File: src/rtl/rom_loader.sv
// rom_loader: packs a little-endian byte stream into data_width words and
// writes them to consecutive memory addresses starting at a latched base.
module rom_loader #(
  parameter int data_width = 16,
  parameter int addr_width = 8
) (
  input  logic                  clk_i,
  input  logic                  rst_i,
  input  logic                  start_i,
  input  logic [addr_width-1:0] base_addr_i,
  input  logic [addr_width:0]   word_count_i,
  input  logic [7:0]            byte_i,
  input  logic                  byte_valid_i,
  output logic                  byte_ready_o,
  output logic                  mem_we_o,
  output logic [addr_width-1:0] mem_addr_o,
  output logic [data_width-1:0] mem_data_o,
  output logic                  busy_o,
  output logic                  done_o,
  output logic                  error_o
);

  localparam int NB = data_width / 8;
  localparam int LW = (NB > 1) ? $clog2(NB) : 1;
  localparam logic [LW-1:0]         LAST_LANE = LW'(NB - 1);
  localparam logic [addr_width+1:0] LIMIT     = {2'b01, {addr_width{1'b0}}};
  localparam logic [addr_width:0]   ONE_WORD  = {{addr_width{1'b0}}, 1'b1};

  typedef enum logic [1:0] {IDLE, COLLECT, WRITE, DONE} state_t;

  state_t                r_state;
  state_t                w_state_nxt;
  logic [LW-1:0]         r_lane;
  logic [data_width-1:0] r_asm;
  logic [data_width-1:0] w_asm_nxt;
  logic [addr_width-1:0] r_addr;
  logic [addr_width:0]   r_remaining;
  logic [addr_width-1:0] r_mem_addr;
  logic [data_width-1:0] r_mem_data;
  logic                  r_error;
  logic [addr_width+1:0] w_end;
  logic                  w_range_err;
  logic                  w_start;
  logic                  w_xfer;
  logic                  w_last_byte;

  // Range end computed two bits wider so base+count can never overflow.
  assign w_end       = {2'b00, base_addr_i} + {1'b0, word_count_i};
  assign w_range_err = w_end > LIMIT;
  assign w_start     = (r_state == IDLE) && start_i;
  assign w_xfer      = byte_valid_i && byte_ready_o;
  assign w_last_byte = w_xfer && (r_lane == LAST_LANE);

  always_comb begin
    w_asm_nxt = r_asm;
    for (int i = 0; i < NB; i++) begin
      if (r_lane == LW'(i)) w_asm_nxt[8*i +: 8] = byte_i;
    end
  end

  always_comb begin
    w_state_nxt  = r_state;
    byte_ready_o = 1'b0;
    mem_we_o     = 1'b0;
    busy_o       = 1'b0;
    done_o       = 1'b0;
    unique case (r_state)
      IDLE: begin
        if (start_i) begin
          if (w_range_err || (word_count_i == '0)) w_state_nxt = DONE;
          else                                       w_state_nxt = COLLECT;
        end
      end
      COLLECT: begin
        byte_ready_o = 1'b1;
        busy_o       = 1'b1;
        if (w_last_byte) w_state_nxt = WRITE;
      end
      WRITE: begin
        mem_we_o    = 1'b1;
        busy_o      = 1'b1;
        w_state_nxt = (r_remaining == ONE_WORD) ? DONE : COLLECT;
      end
      DONE: begin
        done_o      = 1'b1;
        w_state_nxt = IDLE;
      end
      default: w_state_nxt = IDLE;
    endcase
  end

  always_ff @(posedge clk_i or posedge rst_i) begin
    if (rst_i) r_state <= IDLE;
    else       r_state <= w_state_nxt;
  end

  always_ff @(posedge clk_i or posedge rst_i) begin
    if (rst_i) begin
      r_lane      <= '0;
      r_asm       <= '0;
      r_addr      <= '0;
      r_remaining <= '0;
      r_mem_addr  <= '0;
      r_mem_data  <= '0;
      r_error     <= 1'b0;
    end else begin
      if (w_start) begin
        r_addr      <= base_addr_i;
        r_remaining <= word_count_i;
        r_error     <= w_range_err;
        r_lane      <= '0;
      end
      if (w_xfer) begin
        r_asm  <= w_asm_nxt;
        r_lane <= w_last_byte ? '0 : r_lane + 1'b1;
      end
      // Output word/address are captured here so they hold outside WRITE.
      if (w_last_byte) begin
        r_mem_addr <= r_addr;
        r_mem_data <= w_asm_nxt;
      end
      if (mem_we_o) begin
        r_addr      <= r_addr + 1'b1;
        r_remaining <= r_remaining - 1'b1;
      end
    end
  end

  assign mem_addr_o = r_mem_addr;
  assign mem_data_o = r_mem_data;
  assign error_o    = r_error;

endmodule

File: config.mk
export PLATFORM = sky130hd
export DESIGN_NAME = rom_loader
export DESIGN_NICKNAME = d
export VERILOG_FILES = /design/src/rtl/rom_loader.sv
export SDC_FILE = /design/constraint.sdc
export NUM_CORES = 1
export LEC_CHECK = 0
export CAP_MARGIN = 0
export CORE_ASPECT_RATIO = 0.75
export CORE_MARGIN = 2
export CORE_UTILIZATION = 53
export CTS_BUF_LIST = sky130_fd_sc_hd__clkbuf_2
export CTS_CLUSTER_DIAMETER = 100
export DETAILED_ROUTE_END_ITERATION = 16
export GPL_TIMING_DRIVEN = 0
export PLACE_DENSITY = 0.82
export SKIP_LAST_GASP = 1
export SLEW_MARGIN = 20
export SYNTH_ARGS = -nofsm -noshare
export SYNTH_HDL_FRONTEND = slang
export SYNTH_SLANG_ARGS = --single-unit
File: constraint.sdc
create_clock -name clk_i -period 2.62 [get_ports clk_i]
set_clock_uncertainty 0.05 [all_clocks]
set_input_delay 0.393 -clock clk_i [delete_from_list [all_inputs] [get_ports clk_i]]
set_output_delay 0.393 -clock clk_i [all_outputs]
set_load 0.02 [all_outputs]
==> flow_metrics.py, run 1 <==
metrics = {
    "setup_path": {
        "critPathBufInv": 1,
        "crit_path_start": "word_count_i[1]",
        "cp-end-kind": "flop",
        "rr_endpoint": "r_remaining[6]",
        "endpoint": "r_state[1]",
        "r2r-start": "r_state[1]",
        "critPathLaunchType": "input pin",
        "cp_top_family": "compound AO/OA/AOI/OAI gates",
        "path_cells": "clkdlybuf4s50_1, ha_1, a211o_1, o21ai_0, mux2i_1, nor4b_1, o2111ai_1, o21ai_1, a31oi_1",
        "rrSetupSlack_ns": 0.36,
        "path_depth": 9,
        "cp_slowest_cell": "clkdlybuf4s50_1",
        "path_class": "in2reg",
        "cp_data_arrival_time_ns": 2.72,
        "cp_slowest_stage_delay_ns": 0.59,
        "cp_max_fo": 4,
        "required_ns": 2.90,
        "ff2ff_path_depth": 8,
    },
    "power_and_ir_drop": {
        "p_int_mw": 2.23,
        "p_clk_frac": 0.110,
        "comb_power_share": 0.502,
        "seq_power_share": 0.387,
        "p_leak_nw": 1.62,
        "p_per_area_nw_per_um2": 1060,
        "power_switching_mw": 1.56,
        "p_sw_frac": 0.411,
        "max-vdd-ir-drop_mv": 0.689,
    },
    "clock_tree": {
        "clk_latency_ns": 0.43,
        "cts_buffer_depth": 2,
        "postCtsHoldBufs": 0,
        "cts_resized": 0,
        "cts_root_buffer": "clkbuf_2",
        "clkTransAtPathRegs_ns": 0.27,
        "htreeDepth": 2,
        "cts_buffers": 5,
        "postCtsSetupRepairBufs": 0,
        "cts.sink_count": 53,
        "cts_tree": "yes",
    },
    "route": {
        "met2_length_mm": 3.03,
        "routed-via-count": 2430,
        "drtIter0Drc": 157,
        "first_pass_iters": 4,
        "wl_met1_mm": 3.19,
        "wl_mm": 6.54,
        "drcViolationCount": 0,
        "met3_length_um": 263,
        "ant_nets": 0,
        "vias_per_cell": 5.38,
        "top_layer": "met4",
        "avgRoutedWirePerCell_um": 14.5,
    },
    "global_routing": {
        "antenna_found_initial": 0,
        "grt_util_all_layers": 0.242,
        "first_global_vias": 2364,
        "grt_pass1_wl_mm": 11.1,
        "grt_overflow": 0,
        "grt_max_degree": 37,
    },
    "placed_design": {
        "dp.cells": 444,
        "dpl-instance-area_um2": 3490,
        "dp_slack_ns": -0.413,
        "port_buffers": 56,
        "place_congestion": 0.831,
        "post-dp-hpwl_mm": 5.17,
    },
    "logic_synthesis": {
        "syn_avg_cell_area_um2": 8.94,
        "yosysWarnings": 0,
        "synth.distinct_cells": 44,
        "yosys-top-cells-area": "dfrtp_1, nand2_1, ha_1",
        "synth_edf_count": 0,
        "netlist.area_leader.share": 0.471,
        "ys_async_sr_fraction": 1.00,
        "yosysSeqAreaShare": 0.471,
        "yosys_most_used_dff": "dfrtp_1",
        "synth_seq_cells": 53,
        "synth_top_area_cell": "dfrtp_1",
        "syn_inst": 315,
        "synth_nets": 361,
        "synth.cell_area_um2": 2820,
    },
    "final_layout": {
        "area_delta_synth_final_pct": 26.9,
        "postLayoutCoreUtil": 0.713,
        "final_cells": 452,
        "register_area_um2": 1330,
        "n_antenna_cell": 0,
        "fin_area_um2": 3570,
        "fin_nets": 425,
        "fillCellCount": 391,
        "multi_input_area_um2": 1410,
        "drive_above_1_share": 0.0684,
    },
    "floorplanning": {
        "start_util": 0.562,
        "die_h_um": 67.1,
        "die_area_um2": 5920,
        "core_um2": 5010,
        "num_io_pins": 58,
        "die_w_um": 88.2,
        "rows": 22,
    },
    "timing": {
        "rsz0062_at_grt": "no",
        "setup_violations": 0,
        "worstMarginPinSlew_ns": 0.534,
        "fmax_ghz": 0.410,
        "max_slew_margin": 0.644,
        "fin_ws_ns": 0.180,
        "period_minus_slack_ns": 2.44,
        "hold_viol": 0,
        "slew_viol_final": 0,
        "fin_crit_sh": 0.931,
    },
    "flow_run": {
        "drv_cap": 0,
    },
    "status": {
        "status": "complete, no violations",
    },
    "hold_path": {
        "hp-class": "in2async",
    },
}
[synth_stat cells (5+ instances only)]
cell and instances:
a211oi_1 6, a21oi_1 13, a31oi_1 5, clkbuf_1 13, dfrtp_1 53, ha_1 16, inv_1 12, mux2_2 9
nand2_1 91, nand3_1 10, nor2_1 23, o21ai_0 11
[state kept, by name, summed over array words and instances (netlist names)]
name and cells:
r_asm 8, mem_data_o 16, r_lane 1, error_o 1, r_addr 8, r_remaining 9
mem_addr_o 8, r_state 2
[layer usage]
| metal | track usage | vias to the layer above |
|---|---|---|
| met4 | 0.0455 | 0 |
| met1 | 0.346 | 1151 |
| met5 | 0 | - |
| met2 | 0.394 | 51 |
| met3 | 0.0409 | 6 |
| li1 | - | 1222 |
[logic make-up after synthesis]
group	synth area share
multiplexers	0.0467
adder cells (fa/ha/maj)	0.0782
AND/OR/NAND/NOR	0.217
buffers and inverters	0.0333
flip-flops	0.471
XOR/XNOR	0.0124
AO/OA/AOI/OAI	0.141
[layout by cell type, fill, tap and decap left out, drive strengths merged, types with 2 or more instances in the layout]
cell / Yosys / layout
dfrtp: 53 / 53
o22ai: 3 / 3
o311ai: 2 / 2
xnor2: 2 / 2
clkbuf: 13 / 18
nand2: 91 / 91
nor2: 23 / 23
ha: 16 / 16
and2: 2 / 2
clkdlybuf4s50: 0 / 55
a211oi: 6 / 6
or2: 2 / 2
o211ai: 4 / 4
inv: 12 / 12
a31oi: 5 / 5
a21oi: 13 / 13
o21ai: 12 / 12
nand2b: 3 / 3
mux2: 9 / 9
nand3: 10 / 10
nor3: 4 / 4
xor2: 2 / 2
mux2i: 3 / 3
o21bai: 2 / 2
and3: 4 / 4
[how the worst min path moves through the flow]
stage,cells past startpoint,to,slack (ns),start
3_5_place_dp,2,mem_data_o[3],0.40,r_asm[3]
4_1_cts,2,mem_data_o[3],0.15,rst_i
3_3_place_gp,2,mem_data_o[5],0.39,r_asm[5]
2_1_floorplan,2,mem_data_o[0],0.38,r_asm[0]
5_1_grt,2,mem_data_o[3],0.19,rst_i
6_report,2,mem_data_o[3],0.15,rst_i
[stage by stage]
step / hold slack (ns) / power (mW) / TNS, ns
after detailed placement: 0.400 / 3.38 / -0.821
after global placement: 0.393 / 3.30 / -1.45
final: 0.152 / 3.79 / 0
after floorplan: 0.383 / 2.63 / 0
after global routing: 0.194 / 4.10 / 0
after CTS: 0.152 / 3.80 / 0
[area by class of cell]
class | count | area share
repair buffers | 57 | 0.163
flip-flops and latches | 53 | 0.371
multi-input cells | 237 | 0.394
inverters | 12 | 0.0126
plain buffers | 13 | 0.0137
well taps | 72 | 0.0252
clock inverters | 3 | 0.0130
clock buffers | 5 | 0.00701
[power groups by stage]
stage          Clock, mW  Sequential [mW]  Combinational, mW
5_1_grt            0.457             1.52               2.12
2_1_floorplan          0             1.65              0.984
3_5_place_dp           0             1.49               1.89
3_3_place_gp           0             1.46               1.84
4_1_cts            0.427             1.47               1.91
6_report           0.418             1.47               1.91
(Power assumes the default switching activity.)
==> run 2, diff against run 1 <==
--- a/config.mk
+++ b/config.mk
@@ -5,7 +5,7 @@
 export SDC_FILE = /design/constraint.sdc
 export NUM_CORES = 1
 export LEC_CHECK = 0
-export CAP_MARGIN = 0
+export CAP_MARGIN = 20
 export CORE_ASPECT_RATIO = 0.75
 export CORE_MARGIN = 2
 export CORE_UTILIZATION = 53
==> results of run 2 <==
The final DEF is identical to that of run 1; final timing and power are the same.
